--- src/rtl/mem_arbiter_if.sv ---
// Fetch, load/store and memory port bundle for mem_arbiter.
// slave = arbiter side, master = requesters and memory side.
interface mem_arbiter_if #(
    parameter int ADDR_W = 64,
    parameter int DATA_W = 64
);
    logic              inst_req;
    logic [ADDR_W-1:0] inst_addr;
    logic              inst_ready;
    logic              inst_rvalid;
    logic [DATA_W-1:0] inst_rdata;

    logic              data_req;
    logic              data_we;
    logic [ADDR_W-1:0] data_addr;
    logic [DATA_W-1:0] data_wdata;
    logic [DATA_W-1:0] data_wmask;
    logic              data_ready;
    logic              data_rvalid;
    logic [DATA_W-1:0] data_rdata;

    logic              mem_req;
    logic              mem_we;
    logic [ADDR_W-1:0] mem_addr;
    logic [DATA_W-1:0] mem_wdata;
    logic [DATA_W-1:0] mem_wmask;
    logic              mem_ack;
    logic [DATA_W-1:0] mem_rdata;

    modport slave (
        input  inst_req, inst_addr,
        output inst_ready, inst_rvalid, inst_rdata,
        input  data_req, data_we, data_addr,
        input  data_wdata, data_wmask,
        output data_ready, data_rvalid, data_rdata,
        output mem_req, mem_we, mem_addr,
        output mem_wdata, mem_wmask,
        input  mem_ack, mem_rdata
    );

    modport master (
        output inst_req, inst_addr,
        input  inst_ready, inst_rvalid, inst_rdata,
        output data_req, data_we, data_addr,
        output data_wdata, data_wmask,
        input  data_ready, data_rvalid, data_rdata,
        input  mem_req, mem_we, mem_addr,
        input  mem_wdata, mem_wmask,
        output mem_ack, mem_rdata
    );
endinterface

--- src/rtl/mem_arbiter.sv ---
// Arbitrates fetch and load/store requests onto one memory port.
// Define ARB_ROUND_ROBIN_EN for alternating priority instead of starve guard.
module mem_arbiter #(
    parameter int ADDR_W       = 64,
    parameter int DATA_W       = 64,
    parameter int STARVE_LIMIT = 8
) (
    input  logic         clock,
    input  logic         reset,
    mem_arbiter_if.slave bus
);
    typedef enum logic [1:0] {
        IDLE,
        GRANT,
        BUSY_I,
        BUSY_D
    } state_t;

    state_t            r_state;
    logic              r_sel_inst;
    logic              r_mem_req;
    logic              r_mem_we;
    logic [ADDR_W-1:0] r_mem_addr;
    logic [DATA_W-1:0] r_mem_wdata;
    logic [DATA_W-1:0] r_mem_wmask;
    logic              r_inst_rvalid;
    logic              r_data_rvalid;
    logic [DATA_W-1:0] r_inst_rdata;
    logic [DATA_W-1:0] r_data_rdata;

    logic w_arb;
    logic w_inst_pri;
    logic w_inst_win;
    logic w_data_win;

`ifdef ARB_ROUND_ROBIN_EN
    logic r_last_inst;
    assign w_inst_pri = !r_last_inst;
`else
    logic [3:0] r_starve;
    assign w_inst_pri = (r_starve >= 4'(STARVE_LIMIT));
`endif

    // Accept is a same-cycle decode of IDLE so ready lands in cycle 0.
    assign w_arb = (r_state == IDLE) && !reset
                && (bus.inst_req || bus.data_req);
    assign w_inst_win = w_arb && bus.inst_req
                     && (!bus.data_req || w_inst_pri);
    assign w_data_win = w_arb && !w_inst_win;

    always_ff @(posedge clock) begin
        if (reset) begin
            r_state       <= IDLE;
            r_sel_inst    <= 1'b0;
            r_mem_req     <= 1'b0;
            r_mem_we      <= 1'b0;
            r_mem_addr    <= '0;
            r_mem_wdata   <= '0;
            r_mem_wmask   <= '0;
            r_inst_rvalid <= 1'b0;
            r_data_rvalid <= 1'b0;
            r_inst_rdata  <= '0;
            r_data_rdata  <= '0;
`ifdef ARB_ROUND_ROBIN_EN
            r_last_inst   <= 1'b1;
`else
            r_starve      <= '0;
`endif
        end else begin
            r_inst_rvalid <= 1'b0;
            r_data_rvalid <= 1'b0;
            unique case (r_state)
                IDLE: begin
                    if (w_arb) begin
                        r_state    <= GRANT;
                        r_sel_inst <= w_inst_win;
                        if (w_inst_win) begin
                            r_mem_we    <= 1'b0;
                            r_mem_addr  <= bus.inst_addr;
                            r_mem_wdata <= '0;
                            r_mem_wmask <= '0;
                        end else begin
                            r_mem_we    <= bus.data_we;
                            r_mem_addr  <= bus.data_addr;
                            r_mem_wdata <= bus.data_wdata;
                            r_mem_wmask <= bus.data_wmask;
                        end
`ifdef ARB_ROUND_ROBIN_EN
                        r_last_inst <= w_inst_win;
`else
                        if (w_inst_win) begin
                            r_starve <= '0;
                        end else if (bus.inst_req
                                  && r_starve != 4'hf) begin
                            r_starve <= r_starve + 4'd1;
                        end
`endif
                    end
                end
                GRANT: begin
                    r_mem_req <= 1'b1;
                    r_state   <= r_sel_inst ? BUSY_I : BUSY_D;
                end
                BUSY_I, BUSY_D: begin
                    if (bus.mem_ack) begin
                        r_mem_req <= 1'b0;
                        r_state   <= IDLE;
                        if (r_state == BUSY_I) begin
                            r_inst_rvalid <= 1'b1;
                            r_inst_rdata  <= bus.mem_rdata;
                        end else begin
                            r_data_rvalid <= 1'b1;
                            r_data_rdata  <= bus.mem_rdata;
                        end
                    end
                end
                default: r_state <= IDLE;
            endcase
        end
    end

    assign bus.inst_ready  = w_inst_win;
    assign bus.data_ready  = w_data_win;
    assign bus.inst_rvalid = r_inst_rvalid;
    assign bus.data_rvalid = r_data_rvalid;
    assign bus.inst_rdata  = r_inst_rdata;
    assign bus.data_rdata  = r_data_rdata;
    assign bus.mem_req     = r_mem_req;
    assign bus.mem_we      = r_mem_we;
    assign bus.mem_addr    = r_mem_addr;
    assign bus.mem_wdata   = r_mem_wdata;
    assign bus.mem_wmask   = r_mem_wmask;
endmodule
--- src/flat_wrapper.sv ---
// flat-port wrapper written by rule: the top's interface ports become plain ports
module mem_arbiter_flat 
#(
    parameter int ADDR_W       = 64,
    parameter int DATA_W       = 64,
    parameter int STARVE_LIMIT = 8
)
  (clock, reset, bus_inst_req, bus_inst_addr, bus_inst_ready, bus_inst_rvalid, bus_inst_rdata, bus_data_req, bus_data_we, bus_data_addr, bus_data_wdata, bus_data_wmask, bus_data_ready, bus_data_rvalid, bus_data_rdata, bus_mem_req, bus_mem_we, bus_mem_addr, bus_mem_wdata, bus_mem_wmask, bus_mem_ack, bus_mem_rdata);
  mem_arbiter_if #(.ADDR_W(ADDR_W), .DATA_W(DATA_W)) bus_i ();
  input  logic clock;
  input  logic reset;
  input wire logic [$bits(bus_i.inst_req)-1:0] bus_inst_req;
  input wire logic [$bits(bus_i.inst_addr)-1:0] bus_inst_addr;
  output wire logic [$bits(bus_i.inst_ready)-1:0] bus_inst_ready;
  output wire logic [$bits(bus_i.inst_rvalid)-1:0] bus_inst_rvalid;
  output wire logic [$bits(bus_i.inst_rdata)-1:0] bus_inst_rdata;
  input wire logic [$bits(bus_i.data_req)-1:0] bus_data_req;
  input wire logic [$bits(bus_i.data_we)-1:0] bus_data_we;
  input wire logic [$bits(bus_i.data_addr)-1:0] bus_data_addr;
  input wire logic [$bits(bus_i.data_wdata)-1:0] bus_data_wdata;
  input wire logic [$bits(bus_i.data_wmask)-1:0] bus_data_wmask;
  output wire logic [$bits(bus_i.data_ready)-1:0] bus_data_ready;
  output wire logic [$bits(bus_i.data_rvalid)-1:0] bus_data_rvalid;
  output wire logic [$bits(bus_i.data_rdata)-1:0] bus_data_rdata;
  output wire logic [$bits(bus_i.mem_req)-1:0] bus_mem_req;
  output wire logic [$bits(bus_i.mem_we)-1:0] bus_mem_we;
  output wire logic [$bits(bus_i.mem_addr)-1:0] bus_mem_addr;
  output wire logic [$bits(bus_i.mem_wdata)-1:0] bus_mem_wdata;
  output wire logic [$bits(bus_i.mem_wmask)-1:0] bus_mem_wmask;
  input wire logic [$bits(bus_i.mem_ack)-1:0] bus_mem_ack;
  input wire logic [$bits(bus_i.mem_rdata)-1:0] bus_mem_rdata;
  assign bus_i.inst_req = bus_inst_req;
  assign bus_i.inst_addr = bus_inst_addr;
  assign bus_inst_ready = bus_i.inst_ready;
  assign bus_inst_rvalid = bus_i.inst_rvalid;
  assign bus_inst_rdata = bus_i.inst_rdata;
  assign bus_i.data_req = bus_data_req;
  assign bus_i.data_we = bus_data_we;
  assign bus_i.data_addr = bus_data_addr;
  assign bus_i.data_wdata = bus_data_wdata;
  assign bus_i.data_wmask = bus_data_wmask;
  assign bus_data_ready = bus_i.data_ready;
  assign bus_data_rvalid = bus_i.data_rvalid;
  assign bus_data_rdata = bus_i.data_rdata;
  assign bus_mem_req = bus_i.mem_req;
  assign bus_mem_we = bus_i.mem_we;
  assign bus_mem_addr = bus_i.mem_addr;
  assign bus_mem_wdata = bus_i.mem_wdata;
  assign bus_mem_wmask = bus_i.mem_wmask;
  assign bus_i.mem_ack = bus_mem_ack;
  assign bus_i.mem_rdata = bus_mem_rdata;
  mem_arbiter #(.ADDR_W(ADDR_W), .DATA_W(DATA_W), .STARVE_LIMIT(STARVE_LIMIT)) u_core (.clock(clock), .reset(reset), .bus(bus_i));
endmodule
--- config.mk ---
export PLATFORM = sky130hd
export DESIGN_NAME = mem_arbiter_flat
export DESIGN_NICKNAME = d
export VERILOG_FILES = /design/src/rtl/mem_arbiter_if.sv /design/src/rtl/mem_arbiter.sv /design/src/flat_wrapper.sv
export SDC_FILE = /design/constraint.sdc
export NUM_CORES = 1
export LEC_CHECK = 0
export ABC_AREA = 0
export ABC_CLOCK_PERIOD_IN_PS = 2400
export BUFFER_PORTS_ARGS = -buffer_cell sky130_fd_sc_hd__buf_2
export CAP_MARGIN = 10
export CORE_AREA = 2 2 256 258
export CTS_CLUSTER_DIAMETER = 100
export DETAILED_ROUTE_END_ITERATION = 12
export DIE_AREA = 0 0 258 260
export REMOVE_ABC_BUFFERS = 1
export SYNTH_ARGS = -nofsm -noshare
export SYNTH_HDL_FRONTEND = slang
export SYNTH_SLANG_ARGS = --single-unit
--- constraint.sdc ---
create_clock -name clock -period 2.4 [get_ports clock]
set_clock_uncertainty 0.15 [all_clocks]
set_input_delay 0.36 -clock clock [delete_from_list [all_inputs] [get_ports clock]]
set_output_delay 0.36 -clock clock [all_outputs]
set_load 0.005 [all_outputs]
Word-level counts from Yosys, hierarchy flattened. Cells that the tools add are included.

Output and inout port bits: 326. Bits of input ports: 326. Register bits: 331.

Eq/ne operators: 6. Add/sub/neg operators: 1. Bitwise gates (word level): 3. Muxes and demuxes: 14. Reductions and logical operators: 22. Magnitude comparators: 1.

Operators by type and width (count): $mux W64 (3); $reduce_and A3 Y1 (3); $mux W4 (2); $logic_and A1 B1 Y1 (6); $pmux W2 S3 (1); $reduce_and A2 Y1 (3); $mux W1 (5); $add A4 B1 Y4 const B (1); $eq A2 B2 Y1 const B (2); $ge A4 B4 Y1 const B (1); $mux W2 (2); $ne A4 B4 Y1 const B (1); $reduce_bool A2 Y1 (2); $logic_not A1 Y1 (3); $not A1 Y1 (3); $reduce_or A3 Y1 (1); $eq A2 B1 Y1 const B (1); $logic_not A2 Y1 (1); $logic_or A1 B1 Y1 (2); $ne A2 B1 Y1 const B (1); $ne A2 B2 Y1 const B (1); $pmux W1 S2 (1); $reduce_or A2 Y1 (1).

Depth between registers and ports, before layout.
Depth after elaboration: 7. Gate-level depth with buffers: 8.

Least setup slack after synthesis. OpenSTA, ideal clock, no wires.

Kind: reg-to-output. Start point: reg u_core.r_state[0]. End point: out bus_inst_ready. Cell stages (with the launch flop): 7. Path buffers: 4. Data arrival time: 1533 ps. Setup slack: 357 ps. Data required time: 1890 ps. Path through: dfxtp_1 > buf_6 > or3b_1 > clkbuf_2 > nor3b_4 > buf_6 > buf_12.

Word-level cells in the longest chain between the ends: 5.

Ends and longest elaborated chain: start: declaration (line mem_arbiter.sv:19) `state_t r_state;`; start signal: assignment (line mem_arbiter.sv:102) `r_state <= r_sel_inst ? BUSY_I : BUSY_D;`; $logic_not A2 Y1 (line mem_arbiter.sv:45) `assign w_arb = (r_state == IDLE) && !reset`; $logic_and A1 B1 Y1 (line mem_arbiter.sv:45); $logic_and A1 B1 Y1 (line mem_arbiter.sv:46) `&& (bus.inst_req || bus.data_req);`; $logic_and A1 B1 Y1 (line mem_arbiter.sv:47) `assign w_inst_win = w_arb && bus.inst_req`; $logic_and A1 B1 Y1 (line mem_arbiter.sv:48) `&& (!bus.data_req || w_inst_pri);`; end: declaration (line flat_wrapper.sv:14) `output wire logic [$bits(bus_i.inst_ready)-1:0] bus_inst_ready;`.

No other way between the ends.

Worst setup path in the final report.
Start point: reg u_core.r_state[1]. End point: out bus_data_ready.

Word-level cells in the longest chain between the ends: 7.

Ends and longest elaborated chain: $logic_not A2 Y1 (*) (line mem_arbiter.sv:45); $logic_and A1 B1 Y1 (*) (line mem_arbiter.sv:45); $logic_and A1 B1 Y1 (*) (line mem_arbiter.sv:46); $logic_and A1 B1 Y1 (line mem_arbiter.sv:47); $logic_and A1 B1 Y1 (line mem_arbiter.sv:48); $logic_not A1 Y1 (line mem_arbiter.sv:49) `assign w_data_win = w_arb && !w_inst_win;`; $logic_and A1 B1 Y1 (*) (line mem_arbiter.sv:49); end: declaration (line flat_wrapper.sv:22) `output wire logic [$bits(bus_i.data_ready)-1:0] bus_data_ready;`.

Mark *: on every way between the ends. The rest lies on a longest branch, timed or not.

==> Implementation_results.wiki <==
{| class="wikitable"
! Metric !! Value
|-
| Master cell of the clock root buffer || clkbuf_16
|-
| DR vias/cell || 4.28
|-
| Fraction of final layout cells sized beyond drive strength 1 || 0.340
|-
| Largest driver fanout on the critical path || 34
|-
| Drt wl/cell || 16.4 um
|-
| Final core occ || 0.322
|-
| Crit-path max cell delay || 370 ps
|-
| Share of total power in combinational logic || 0.170
|-
| Wire length the detailed router placed on met1 || 20,300 um
|-
| Antenna violation net count after detailed routing || 0
|-
| Ranking of synthesized cells by instance count || dfxtp_1 (331), nand2_1 (297), nor2_1 (182), a22oi_1 (145), a21oi_1 (138)
|-
| Met2 routed wirelength || about 25,000 um
|-
| Uppermost signal routing layer after detailed routing || met5
|-
| Critical Path RT || 1890 ps
|-
| Max cap viols || 0
|-
| Area fraction of the dominant cell type after synthesis || 0.574
|-
| Number of clock buffers inserted by TritonCTS || 38
|-
| H-tree levels || 2
|-
| Fraction of power consumed by the clock network || 0.430
|-
| Power per standard cell area || 727 nW/um2
|-
| Largest net degree at the start of global routing || 149
|-
| Vertical die dimension || 260 um
|-
| Ports || between 600 and 700
|-
| Sequential fraction of design power || 0.400
|-
| Power Total || 0.0150 W
|-
| Most used flip-flop cell after synthesis || dfxtp_1
|-
| Async SR Flop Fraction || 0
|-
| Detailed placer's ending HPWL || 34,900 um
|-
| Peak Freq || roughly 430 MHz
|-
| Synth top area cells || dfxtp_1 (57%), nand2_1 (9.7%), a22oi_1 (9.4%), a21oi_1 (6.0%), nor2_1 (5.9%)
|-
| Max Buffers Root-to-Sink || 3
|-
| Unrepaired setup endpoints after global routing || yes
|-
| Flops & latches, synth || roughly 330
|-
| Worst hold slack across all endpoints || 27.4 ps
|-
| Critical Path Start Type || flop
|-
| Final count of pins violating max slew || 0
|-
| Biggest area consumer among synthesized cells || dfxtp_1
|-
| EDFF count, synth || 0
|-
| Most repeated cell in the gate-level netlist after synthesis || dfxtp_1
|-
| Status || finished, final reports clean
|-
| Relative slew margins || 0.442
|-
| Lkg Pwr || 9.30 nW
|-
| Netlist Area Pre-Place || 11,500 um2
|-
| Total Die Area || 67,100 um2
|-
| Worst min-delay path category || primary input to flop
|-
| Switching power total || 0.00387 W
|-
| Synth warnings || 0
|-
| Number of fill cells || 6,620
|-
| Number of DRC markers in iteration 0 || 1,108
|-
| Area growth from synthesis to layout || 78.8%
|-
| Count of input and output buffers || roughly 650
|-
| Wire length of the first global-routing pass || 76,500 um
|-
| Internal cell power || about 0.011 W
|-
| Final period utilization || 0.959
|-
| Cell at the slowest stage of the critical path || dfxtp_2
|-
| Start point of the critical path || u_core.r_state[1]
|-
| Num Clock Sinks || 331
|-
| Final Net Count || 2,592
|-
| Aggregate global routing overflow || 0
|-
| Core box area || 64,100 um2
|-
| Maximum VDD drop || 0.547 mV
|-
| Total track usage || 0.144
|-
| WL final || roughly 52,000 um
|-
| Horizontal die dimension || 258 um
|-
| Detailed-route DRC error count || 0
|-
| Antenna violations before repair || 7
|-
| Hold path startpoint || bus_data_wmask[49]
|-
| Worst-skew pair later-pin latency || 540 ps
|-
| Nature of the critical path endpoint || primary output
|-
| Worst Setup Slack, final || 98.3 ps
|-
| TritonCTS clock tree || built
|-
| Met3 layer wire length in the routed design || between 4000 and 5000 um
|-
| Post-Synthesis Mean Instance Area || about 8.8 um2
|-
| WP data arrival || 1790 ps
|-
| Min cycle time layout || 2300 ps
|-
| Post-synthesis instance total || 1,313
|-
| Vias || 13,500
|-
| Clock transition at the registers of the reported paths || 60 ps
|-
| Sequential cell area fraction in the yosys report || 0.574
|-
| R2R Path Start || u_core.r_state[1]
|-
| DP Worst Slack || 272 ps
|-
| Final hold violation count || 0
|-
| Starting density of the core || 0.180
|-
| Critical path, cell by cell || nor2_4 -> and4b_4 -> buf_12 -> buf_2
|-
| Placer Congestion || roughly 0.82
|-
| Number of distinct library cells after synthesis || 36
|-
| Number of failing setup endpoints in the final timing report || 0
|-
| Kind of critical path || flop to primary output
|-
| Worst-margin pin slew || ~840 ps
|-
| Initial DRT Pass Iterations || 6
|-
| Row Count || 93
|-
| Via count of the first global-routing pass || approximately 13,000
|-
| Net switching fraction of the power || 0.258
|}
-- cell usage in the layout (no fill, tap or decap), types with 2 or more instances in the layout --
cell and n:
a21oi_1 138, ha_1 2, dfxtp_2 2, nand2_1 296, nor2b_1 7, inv_1 3, clkbuf_8 9, a22oi_1 145
bufinv_16 6, or2_2 2, a311oi_1 15, clkbuf_16 42, nand2b_1 2, dfxtp_1 329, buf_4 39, dlygate4sd3_1 324
a222oi_1 33, clkbuf_1 6, buf_2 650, diode_2 2, clkinv_2 6, nand3_1 17, o211ai_1 6, nor2_1 180
buf_12 11, nor2_4 2
-- timing repair --
item,CTS,global route
gates resized for setup,3,5
gates cloned,0,1
endpoints found under the hold margin,320,1
hold buffers,323,1
buffers inserted,1,1
pin swaps,1,0
setup endpoints to repair,2,28
-- metrics by stage --
| step | area [um2] | setup TNS [ps] | cells |
|---|---|---|---|
| after global placement | 15900 | 0 | 2752 |
| after detailed placement | 15900 | 0 | 2752 |
| final | 20600 | 0 | 3151 |
| after floorplan | 11000 | -403180 | 1196 |
| after global routing | 20600 | -71.6 | 3150 |
| after CTS | 20600 | -8.06 | 3146 |
-- critical path: cells and delay by family, from the launching register on --
family,cells,cell delay [ps]
and+or+nand+nor,2,490
DFF,1,370
buffers and inverters,2,370
-- power groups by stage --
stage	sequential, W	combinational (W)	clock (W)
after floorplan	0.00611	0.000772	0
after global placement	0.00611	0.00200	0
after detailed placement	0.00610	0.00202	0
after CTS	0.00599	0.00251	0.00663
after global routing	0.00603	0.00277	0.00682
final	0.00600	0.00255	0.00645
-- logic make-up (layout without fill, tap and decap cells) --
kind of cell	Yosys count	after routing	synth area share
fa+ha+maj	2	2	0.00217
buf+inv	120	1101	0.0455
flops	331	331	0.574
compound gates	342	342	0.201
simple gates	517	517	0.176
xor+xnor	1	1	0.000759
other cells	0	2	0
-- layer usage --
layer / up-vias / GRT usage
met4: 10 / 0.0639
met3: 125 / 0.0374
met5: - / 0
li1: 6448 / -
met2: 672 / 0.252
met1: 6222 / 0.164
-- worst paths after layout --
path / end / slack, ps / cells after the start
min reg2reg: u_core.bus.data_rdata[0] / 300 / 2
max reg2reg: u_core.bus.mem_addr[41] / 120 / 6
min: u_core.bus.mem_wmask[49] / 30 / 3
max: bus_data_ready / 100 / 4
-- state kept, by name, indices dropped and copies added (netlist names), 2 cells and up --
name / cells
u_core.bus.mem_addr: 64
u_core.r_starve: 4
u_core.bus.mem_wmask: 64
u_core.bus.inst_rdata: 64
u_core.r_state: 2
u_core.bus.data_rdata: 64
u_core.bus.mem_wdata: 64
-- cell type report --
type / count / area, um2 / area share
Antenna cell: 2 / 5.00 / 0.000243
Sequential cell: 331 / 6630 / 0.321
Multi-Input combinational cell: 862 / 4430 / 0.215
Timing Repair Buffer: 1028 / 7090 / 0.344
Inverter: 3 / 11.3 / 0.000546
Tap cell: 855 / 1070 / 0.0519
Clock buffer: 56 / 1170 / 0.0568
Clock inverter: 14 / 230 / 0.0112
Note: power is estimated with default switching activity, not from simulation.
